File: src/rtl/mem_port_arbiter_pkg.sv
// rtl/mem_port_arbiter_pkg.sv - shared state encoding and bus width defaults for mem_port_arbiter
package mem_port_arbiter_pkg;

  localparam int MEM_ARB_AW = 32;
  localparam int MEM_ARB_DW = 32;

  typedef enum logic [1:0] {
    IDLE  = 2'd0,
    IBUSY = 2'd1,
    DBUSY = 2'd2
  } arb_state_e;

endpackage

File: src/rtl/mem_port_arbiter_arb_pick.sv
// rtl/mem_port_arbiter_arb_pick.sv - fetch/data priority selector with starvation streak counter
module arb_pick #(
  parameter int STARVE_MAX = 4
) (
  input  logic clk,
  input  logic reset,
  input  logic i_idle,
  input  logic i_fetch_req,
  input  logic i_data_req,
  output logic o_pick_fetch,
  output logic o_pick_data
);

  localparam int SW = $clog2(STARVE_MAX + 1);
  localparam logic [SW-1:0] STREAK_MAX = SW'(STARVE_MAX);

  logic [SW-1:0] r_streak;
  logic          w_starve;

  assign w_starve     = (r_streak == STREAK_MAX) && i_fetch_req;
  assign o_pick_data  = i_data_req && !w_starve;
  assign o_pick_fetch = i_fetch_req && (!i_data_req || w_starve);

  // Streak only moves when a grant is actually issued out of IDLE.
  always_ff @(posedge clk or posedge reset) begin
    if (reset) begin
      r_streak <= '0;
    end else if (i_idle) begin
      if (o_pick_data) begin
        if (!i_fetch_req)
          r_streak <= '0;
        else if (r_streak != STREAK_MAX)
          r_streak <= r_streak + 1'b1;
      end else if (o_pick_fetch) begin
        r_streak <= '0;
      end
    end
  end

endmodule

File: src/rtl/mem_port_arbiter.sv
// rtl/mem_port_arbiter.sv - serializes fetch and load/store accesses onto one memory port
// Optional watchdog abort enabled by defining MEM_ARB_TIMEOUT_EN.
module mem_port_arbiter
  import mem_port_arbiter_pkg::*;
#(
  parameter int AW         = MEM_ARB_AW,
  parameter int DW         = MEM_ARB_DW,
  parameter int STARVE_MAX = 4,
  parameter int TIMEOUT    = 16
) (
  input  logic          clk,
  input  logic          reset,
  input  logic          i_req,
  input  logic [AW-1:0] i_addr,
  output logic          i_gnt,
  output logic          i_valid,
  output logic [DW-1:0] i_rdata,
  output logic          i_err,
  input  logic          d_req,
  input  logic          d_we,
  input  logic [AW-1:0] d_addr,
  input  logic [DW-1:0] d_wdata,
  output logic          d_gnt,
  output logic          d_valid,
  output logic [DW-1:0] d_rdata,
  output logic          d_err,
  output logic          mem_req,
  output logic          mem_we,
  output logic [AW-1:0] mem_addr,
  output logic [DW-1:0] mem_wdata,
  input  logic [DW-1:0] mem_rdata,
  input  logic          mem_ack,
  output logic          busy
);

  arb_state_e    r_state;
  logic          r_busy;
  logic          r_mem_req;
  logic          r_mem_we;
  logic [AW-1:0] r_mem_addr;
  logic [DW-1:0] r_mem_wdata;
  logic          r_i_gnt, r_d_gnt;
  logic          r_i_valid, r_d_valid;
  logic [DW-1:0] r_i_rdata, r_d_rdata;
  logic          r_i_err, r_d_err;

  logic          w_idle;
  logic          w_pick_i, w_pick_d;
  logic          w_expire;
  logic          w_done;

  assign w_idle = (r_state == IDLE);
  assign w_done = r_busy && (mem_ack || w_expire);

  arb_pick #(
    .STARVE_MAX (STARVE_MAX)
  ) u_pick (
    .clk          (clk),
    .reset        (reset),
    .i_idle       (w_idle),
    .i_fetch_req  (i_req),
    .i_data_req   (d_req),
    .o_pick_fetch (w_pick_i),
    .o_pick_data  (w_pick_d)
  );

`ifdef MEM_ARB_TIMEOUT_EN
  localparam int WW = $clog2(TIMEOUT + 1);
  logic [WW-1:0] r_wdog;

  // Expiry on the TIMEOUT-th unacknowledged BUSY cycle; a same-cycle ack wins.
  assign w_expire = r_busy && !mem_ack && (r_wdog == WW'(TIMEOUT - 1));

  always_ff @(posedge clk or posedge reset) begin
    if (reset)
      r_wdog <= '0;
    else if (!r_busy || mem_ack || w_expire)
      r_wdog <= '0;
    else
      r_wdog <= r_wdog + 1'b1;
  end
`else
  assign w_expire = 1'b0;

  if (TIMEOUT < 1) begin : g_timeout_range
  end
`endif

  always_ff @(posedge clk or posedge reset) begin
    if (reset) begin
      r_state     <= IDLE;
      r_busy      <= 1'b0;
      r_mem_req   <= 1'b0;
      r_mem_we    <= 1'b0;
      r_mem_addr  <= '0;
      r_mem_wdata <= '0;
      r_i_gnt     <= 1'b0;
      r_d_gnt     <= 1'b0;
      r_i_valid   <= 1'b0;
      r_d_valid   <= 1'b0;
      r_i_rdata   <= '0;
      r_d_rdata   <= '0;
      r_i_err     <= 1'b0;
      r_d_err     <= 1'b0;
    end else begin
      r_i_gnt   <= 1'b0;
      r_d_gnt   <= 1'b0;
      r_i_valid <= 1'b0;
      r_d_valid <= 1'b0;
      case (r_state)
        IDLE: begin
          if (w_pick_d) begin
            r_state     <= DBUSY;
            r_busy      <= 1'b1;
            r_mem_req   <= 1'b1;
            r_mem_we    <= d_we;
            r_mem_addr  <= d_addr;
            r_mem_wdata <= d_wdata;
            r_d_gnt     <= 1'b1;
          end else if (w_pick_i) begin
            r_state     <= IBUSY;
            r_busy      <= 1'b1;
            r_mem_req   <= 1'b1;
            r_mem_we    <= 1'b0;
            r_mem_addr  <= i_addr;
            r_mem_wdata <= '0;
            r_i_gnt     <= 1'b1;
          end
        end
        IBUSY, DBUSY: begin
          if (w_done) begin
            r_state   <= IDLE;
            r_busy    <= 1'b0;
            r_mem_req <= 1'b0;
            if (r_state == IBUSY) begin
              r_i_valid <= 1'b1;
              r_i_err   <= !mem_ack;
              r_i_rdata <= mem_ack ? mem_rdata : '0;
            end else begin
              r_d_valid <= 1'b1;
              r_d_err   <= !mem_ack;
              r_d_rdata <= (mem_ack && !r_mem_we) ? mem_rdata : '0;
            end
          end
        end
        default: begin
          r_state   <= IDLE;
          r_busy    <= 1'b0;
          r_mem_req <= 1'b0;
        end
      endcase
    end
  end

  assign i_gnt     = r_i_gnt;
  assign i_valid   = r_i_valid;
  assign i_rdata   = r_i_rdata;
  assign i_err     = r_i_err;
  assign d_gnt     = r_d_gnt;
  assign d_valid   = r_d_valid;
  assign d_rdata   = r_d_rdata;
  assign d_err     = r_d_err;
  assign mem_req   = r_mem_req;
  assign mem_we    = r_mem_we;
  assign mem_addr  = r_mem_addr;
  assign mem_wdata = r_mem_wdata;
  assign busy      = r_busy;

endmodule

File: config.mk
export PLATFORM = sky130hd
export DESIGN_NAME = mem_port_arbiter
export DESIGN_NICKNAME = d
export VERILOG_FILES = /design/src/rtl/mem_port_arbiter_pkg.sv /design/src/rtl/mem_port_arbiter_arb_pick.sv /design/src/rtl/mem_port_arbiter.sv
export SDC_FILE = /design/constraint.sdc
export NUM_CORES = 1
export LEC_CHECK = 0
export CAP_MARGIN = 5
export CELL_PAD_IN_SITES_DETAIL_PLACEMENT = 1
export CELL_PAD_IN_SITES_GLOBAL_PLACEMENT = 2
export CORE_ASPECT_RATIO = 1.4
export CORE_MARGIN = 1
export CORE_UTILIZATION = 22
export CTS_CLUSTER_SIZE = 24
export DETAILED_ROUTE_END_ITERATION = 16
export GPL_TIMING_DRIVEN = 0
export PLACE_DENSITY_LB_ADDON = 0.1
export SLEW_MARGIN = 20
export SYNTH_ARGS = -nofsm -noshare
export SYNTH_HDL_FRONTEND = slang
export SYNTH_HIERARCHICAL = 1
export SYNTH_SLANG_ARGS = --single-unit
File: constraint.sdc
create_clock -name clk -period 4.9 [get_ports clk]
set_clock_uncertainty 0.15 [all_clocks]
set_input_delay 0.98 -clock clk [delete_from_list [all_inputs] [get_ports clk]]
set_output_delay 0.98 -clock clk [all_outputs]
set_load 0.05 [all_outputs]
Yosys cells after proc, flatten, opt, wreduce, memory -nomap -nowiden:

Cells that the tools add are included.
W data, S select, Z words.

* register bits after elaboration: 141
* input bits: 134
* output and inout bits: 137
* logic and storage cells: 72

* add/sub/neg operators: 1
* eq/ne operators: 7
* multiplexer cells: 31
* bitwise operators: 1
* reductions and logical operators: 18

Operators by type and width (number)
* $mux W32: 6
* $mux W1: 16
* $mux W3: 4
* $ne A3 B3 Y1 const B: 3
* $reduce_and A3 Y1: 3
* $mux W2: 3
* $logic_and A1 B1 Y1: 5
* $logic_not A1 Y1: 4
* $pmux W2 S2: 1
* $reduce_and A2 Y1: 2
* $add A3 B1 Y3 const B: 1
* $eq A3 B3 Y1 const B: 1
* $eq A2 B1 Y1 const B: 1
* $eq A2 B2 Y1 const B: 1
* $logic_not A2 Y1: 1
* $ne A2 B2 Y1 const B: 1
* $pmux W1 S2: 1
* $reduce_bool A2 Y1: 1
* $reduce_or A2 Y1: 1
* $logic_or A1 B1 Y1: 1
* $not A1 Y1: 1

Longest topological paths before layout:

Gate-level depths: netlist of run 1.

* word-level depth: 7
* mapped depth: 11
* gate-level depth less buffers: 8

Cells and area by module:

The synthesis of run 1 kept the hierarchy.

By module, submodules not included
* mem_port_arbiter: instances 1, cells an instance 454, area an instance 5445.2 µm², sequential area each 3453.3 µm²
* arb_pick: instances 1, cells an instance 23, area an instance 191.4 µm², sequential area each 75.1 µm²

Worst setup path after synthesis of run 1:

Ideal clock, no wire load.

* path type: input port to flip-flop
* start point: in i_req
* end point: reg r_mem_wdata[10] (netlist: mem_wdata[10])
* setup time: 0.121 ns
* arrival time: 1.981 ns
* data required time: 4.629 ns
* slack: 2.648 ns
* cell stages on the path: 8
* buffers on the path: 3
* path through: nand3_1 nand2_1 inv_1 buf_4 and2_1 buf_2 buf_2 a22o_1

* longest elaborated chain between the ends: 5
* elaborated cells between the ends (all ways): 8
* classes of those cells: 1 x mux; 7 x reduce/logical

Ends and longest elaborated chain
* from (decl): line mem_port_arbiter.sv:13 `input logic i_req,`
* $logic_and A1 B1 Y1 *: line mem_port_arbiter_arb_pick.sv:20 `assign w_starve = (r_streak == STREAK_MAX) && i_fetch_req;`
* $logic_not A1 Y1 *: line mem_port_arbiter_arb_pick.sv:21 `assign o_pick_data = i_data_req && !w_starve;`
* $logic_and A1 B1 Y1 *: line mem_port_arbiter_arb_pick.sv:21
* via w_pick_d: line mem_port_arbiter.sv:48 `logic w_pick_i, w_pick_d;`
* $reduce_bool A2 Y1 (no line)
* $reduce_and A2 Y1 (no line)
* to (signal assigned): line mem_port_arbiter.sv:118 `r_mem_wdata <= d_wdata;`
* to (decl): line mem_port_arbiter.sv:41 `logic [DW-1:0] r_mem_wdata;`

The timed path passes the listed nets; every way through them passes the cells marked *.
A chain may end at the register's enable or synchronous reset.

Worst setup path after layout of run 1:

* start point: reg r_mem_req (netlist: mem_req)
* end point: out mem_req

RTL lines
* from (decl): line mem_port_arbiter.sv:38 `logic r_mem_req;`
* from (signal assigned): line mem_port_arbiter.sv:93 `r_mem_req <= 1'b0;`
* from (signal assigned): line mem_port_arbiter.sv:115 `r_mem_req <= 1'b1;`
* from (signal assigned): line mem_port_arbiter.sv:123 `r_mem_req <= 1'b1;`
* to (decl): line mem_port_arbiter.sv:27 `output logic mem_req,`

No word-level cell between the ends.

==> results.md, run 1 <==
- Buffers added on ports: 270
- Crit. End Element: output port
- Final Total Pwr: 7.32 mW
- Slew Viols, Final: 0
- Antenna-violating nets left: 0
- Final net count: roughly 910
- Top cells by instance count after synthesis: dfrtp_1, nand2_1, o21ai_0
- Post-CTS Setup Bufs: 0
- CP required: between 3 and 4 ns
- Worst VDD drop: around 320 uV
- Tmin final: 2.98 ns
- Routed WL per cell: between 15 and 20 um
- Sequential cell area: 3530 um2
- H-tree levels: 4
- # fillers: 2,729
- Initial antenna violation count: 0
- Vias in the first global route: ~5,300
- Final Hold Vio Count: 0
- Top-count cell post-synth: dfrtp_1
- Ys flop type: dfrtp_1
- Critical path arrival: 1.85 ns
- Startpoint types: flop
- Type of the worst setup path: flop to output port
- Dpl hpwl: 14,400 um
- Mapped cell area: about 5600 um2
- Tot GR Track Use: 15.0%
- Final setup violation count: 0
- Placed Area: 8770 um2
- Yosys warns: 6
- Final WL: ~19,000 um
- Fmax achieved: 336 MHz
- DRT iter0 DRCs: ~90
- First-pass GRT wire length: 29,500 um
- Cells after DPL: 1,063
- I/O pin cnt: ~270
- Share of layout cells above drive strength 1: 12.4%
- Synth top area cells: dfrtp_1, nand2_1, mux2_2
- Routed vias: 4,714
- Syn avg cell area: 11.8 um2
- Post-Syn Instances: 477
- CTS root buf: clkbuf_16
- Core box area: around 25,000 um2
- Design Area, Final: 9380 um2
- Yosys top cell area share: about 63%
- Routability cong.: 0.738
- Clk Latency, worst-skew pair: 0.42 ns
- Leakage: 4.12 nW
- Origin of the worst setup path: mem_req$_DFFE_PP0P_
- Pin count of the biggest net entering global routing: 84
- Max Cap Viol: 0
- Pwr/cell area: between 700 and 800 nW/um2
- Fin cells: 1,095
- Deepest clock path buffer count: 2
- Status: complete, no violations
- Seq cells post-synth: roughly 140
- Die area: between 20,000 and 30,000 um2
- Die X-Extent: 137 um
- HP Class: flop to flop
- Area of the multi-input gates: 1900 um2
- Clock slew seen by the registers of the worst setup and hold paths: 0.06 ns
- Hold_buf cts: 0
- Async S/R FF share, synth: between 90% and 100%
- Post-Syn Nets: 615
- # diodes: 0
- Gr ovfl total: 0
- Actual slew at the worst max-slew pin: 0.561 ns
- Routed vias/inst: 4.31
- Yosys top cell by area: dfrtp_1
- Critical path peak fanout: 6
- DRC: 0
- Row cnt: a little under 70
- Seq/Total Area, Yosys: 62.6%
- P&R area growth vs syn: 66.4%
- Worst hold start: mem_addr[11]$_DFFE_PP0P_
- Slew headroom: 62.5%
- PostCTS Resize Cnt: 0
- DRT Pass-1 Iters: 4
- Period utilization: 60.8%
- Worst r2r src: u_pick/r_streak[0]$_DFFE_PP0P_
- Yosys cell types: 26
- DIE HEIGHT: 191 um
- Num CTS Buffers: 17
- Starting density of the core: 22.6%
- Post-synth EDFFs: 0
- CTS Sinks: between 100 and 150
- Unrepaired setup endpoints after global routing: false
- CTS tree: done
[final timing paths]
path                       depth (start not counted)  slack, ns                        endpoint
hold / removal                                     2       0.33        mem_addr[11]$_DFFE_PP0P_
min in group asynchronous                          2       0.74  u_pick/r_streak[2]$_DFFE_PP0P_
setup reg to reg                                   9       2.67        mem_addr[16]$_DFFE_PP0P_
max in group asynchronous                          3       2.96       mem_wdata[16]$_DFFE_PP0P_
hold reg to reg                                    2       0.33        mem_addr[11]$_DFFE_PP0P_
setup / recovery                                   2       1.92                         mem_req
[cells in the final DEF, fill, tap and decap left out, types with 4 or more instances in the layout]
cell type,synthesis,final
mux2_2,32,32
mux2i_1,32,32
ha_1,4,4
and2_1,4,4
inv_1,10,9
clkbuf_16,0,17
buf_2,23,23
clkinvlp_4,0,4
dfrtp_1,141,141
clkbuf_1,5,6
o21ai_1,16,16
buf_4,5,5
o21ai_0,54,54
clkinv_2,0,4
clkdlybuf4s50_1,0,270
nand2_1,101,101
a22o_1,33,33
[worst max-delay path: stages, from the launching register on]
cell and delay [ns]:
dfrtp_1 0.49, buf_4 0.16, clkdlybuf4s50_1 0.78
[routing by layer]
layer  routed length, um  track usage, %  vias up
li1                    -               -     2216
met1                6910            15.5     2299
met2               10000            27.1      178
met3                1680            5.89       21
met4                 270            5.28        0
met5                   0               0        -
[sequential cells by signal (all words and copies together) (netlist names), 2 cells and up]
| name | flops |
|---|---|
| d_rdata | 32 |
| r_state | 2 |
| mem_addr | 32 |
| i_rdata | 32 |
| mem_wdata | 32 |
| u_pick/r_streak | 3 |
[metrics by stage]
step	utilization (%)	hold WS, ns	setup TNS, ns	setup WS (ns)
after floorplan	-	0.321	0	0.0738
after global placement	35.0	0.314	-295.89	-2.16
after detailed placement	35.2	0.322	0	1.59
final	37.6	0.329	0	1.92
after CTS	37.6	0.333	0	1.91
after global routing	37.6	0.354	0	1.86
[cells by family (layout without fill, tap and decap cells)]
group | count (synthesis) | count (layout) | share of synthesized area [%]
buffers and inverters | 43 | 346 | 3.71
multiplexers | 64 | 64 | 12.1
flip-flops | 141 | 141 | 62.6
adder cells (fa/ha/maj) | 4 | 4 | 0.888
AO/OA/AOI/OAI | 110 | 110 | 12.4
AND/OR/NAND/NOR | 115 | 115 | 8.30
[where the power goes]
part | switching [mW] | internal, mW
registers | 0.295 | 1.69
clock network | 0.498 | 0.837
logic | 2.65 | 1.35
[layout make-up]
| class | instances | area share, % |
|---|---|---|
| inverters | 10 | 0.480 |
| clock buffers | 21 | 5.02 |
| clock inverters | 11 | 1.49 |
| repair buffers | 271 | 29.1 |
| flip-flops and latches | 141 | 37.6 |
| multi-input cells | 293 | 20.3 |
| well taps | 315 | 4.20 |
| plain buffers | 33 | 1.83 |
(Power assumes the default switching activity.)
==> run 2, diff against run 1 <==
Clock period 4.9 ns to 2.7 ns, I/O delays scaled along.
==> results.md, run 2 (synthesis gave the netlist of run 1 again) <==
- DRT Pass-1 Iters: 3
- Final WL: 18,900 um
- Max Cap Viol: 0
- Clock slew seen by the registers of the worst setup and hold paths: 0.06 ns
- Pint: 7.18 mW
- P&R area growth vs syn: 67.7%
- Slew headroom: 61.9%
- CTS root buf: clkbuf_16
- Row cnt: 68
- Final net count: 908
- CTS Sinks: between 100 and 150
- Pwr/cell area: 1420 nW/um2
- Worst reg2reg endpoint: mem_addr[25]$_DFFE_PP0P_
- Deepest clock path buffer count: 2
- Slew Viols, Final: 0
- Critical path peak fanout: 6
- Final Hold Vio Count: 0
- H-tree levels: 4
- PostCTS Resize Cnt: 0
- Setup WS pre-CTS: -0.161 ns
- I/O pin cnt: ~270
- Dpl hpwl: between 10,000 and 15,000 um
- Final worst slack: 0.159 ns
- # diodes: 0
- Commonest non-fill, non-tap cell in the layout: clkdlybuf4s50_1
- Unrepaired setup endpoints after global routing: false
- Gr ovfl total: 0
- First-pass GRT wire length: 29,400 um
- DRC: 0
- Die X-Extent: approximately 140 um
- Fmax achieved: 394 MHz
- Sw Ratio: 46.6%
- Net Sw Power: between 6 and 7 mW
- TNS Setup: 0 ns
- Antenna-violating nets left: 0
- Initial antenna violation count: 0
- CP peak stage delay: 0.78 ns
- Tmin final: 2.54 ns
- HP Class: input port to async pin
- Post-CTS Setup Bufs: 0
- Worst r2r src: u_pick/r_streak[0]$_DFFE_PP0P_
- # fillers: 2,740
- Worst VDD drop: 646 uV
- Routability cong.: 0.736
- Startpoint types: flop
- Routed vias/inst: about 4.3
- CP cell instances: buf_4 > clkdlybuf4s50_1
- Final Total Pwr: roughly 13 mW
- Critical path arrival: 1.85 ns
- Leakage: 4.16 nW
- Pin count of the biggest net entering global routing: 34
- Die area: 26,300 um2
- Fin util: 37.9%
- Most frequent cells in the layout: clkdlybuf4s50_1, dfrtp_1, nand2_1
- Worst R2R Setup Slack: 0.46 ns
- Core box area: 24,900 um2
- FF-to-FF path depth: 9
- Final setup violation count: 0
- Clock Power Share: 19.2%
- Starting density of the core: 22.6%
- DRT iter0 DRCs: about 110
- Actual slew at the worst max-slew pin: 0.569 ns
- Tot GR Track Use: 14.9%
- Placed Area: 8820 um2
- Routed vias: 4,710
- DIE HEIGHT: 191 um
- Vias in the first global route: about 5,300
- Critical path capture point: mem_req
- Period utilization: 94.1%
- Share of layout cells above drive strength 1: approximately an eighth
- Critical Path Slowest Stage Cell: clkdlybuf4s50_1
- Origin of the worst setup path: mem_req$_DFFE_PP0P_
- CTS tree: done
- Hold_buf cts: 0
- Type of the worst setup path: flop to output port
- Clk Latency, worst-skew pair: 0.42 ns
- Sequential power share: a little over a quarter
- Status: complete, no violations
- Num CTS Buffers: 17
- Buffers added on ports: 270
- Crit. End Element: output port
- Routed WL per cell: 17.3 um
- Design Area, Final: 9460 um2
- Combinational power share: 54.0%
- CP required: 2.01 ns
==> run 2: worst min-delay path by stage <==
stage,end,slack [ns],cells after the start
final,u_pick/r_streak[0]$_DFFE_PP0P_,0.22,2
after global placement,mem_addr[26]$_DFFE_PP0P_,0.31,2
after CTS,u_pick/r_streak[0]$_DFFE_PP0P_,0.20,2
after floorplan,u_pick/r_streak[0]$_DFFE_PP0P_,0.14,1
after detailed placement,d_err$_DFFE_PP0P_,0.32,1
after global routing,u_pick/r_streak[0]$_DFFE_PP0P_,0.22,2
==> run 2: cell type report <==
type                       count  area, um2  share of cell area, %
multi-input combinational    293       1900                   20.1
clock inverter                13        195                   2.06
buffer                        33        171                   1.81
sequential                   141       3530                   37.3
tap                          315        394                   4.17
inverter                      10       41.3                  0.437
timing repair buffer         274       2780                   29.4
clock buffer                  19        443                   4.68
==> run 2: power groups by stage <==
| stage | Clock (mW) | Combinational, mW | Sequential (mW) |
|---|---|---|---|
| detailed placement | 0 | 7.37 | 3.64 |
| CTS | 2.68 | 7.38 | 3.62 |
| finish | 2.58 | 7.27 | 3.61 |
| floorplan | 0 | 1.37 | 6.85 |
| global placement | 0 | 7.27 | 3.60 |
| global route | 2.76 | 7.68 | 3.74 |
==> run 2: critical path: cells and delay by family, from the launching register on <==
kind	cells	cell delay (ns)
buf+inv	2	0.94
flops	1	0.49
==> run 2: metrics by stage <==
stage / hold WS [ns] / instances
floorplan: 0.144 / 477
global placement: 0.311 / 1062
detailed placement: 0.320 / 1066
CTS: 0.201 / 1098
global route: 0.218 / 1098
finish: 0.223 / 1098
==> run 2: metal layers <==
layer | global-route usage (%) | part of all wire (%) | vias up
met3 | 5.89 | 8.4 | 18
met5 | 0 | 0 | -
li1 | - | - | 2230
met2 | 26.6 | 53 | 177
met4 | 5.24 | 1.5 | 0
met1 | 15.6 | 37 | 2285
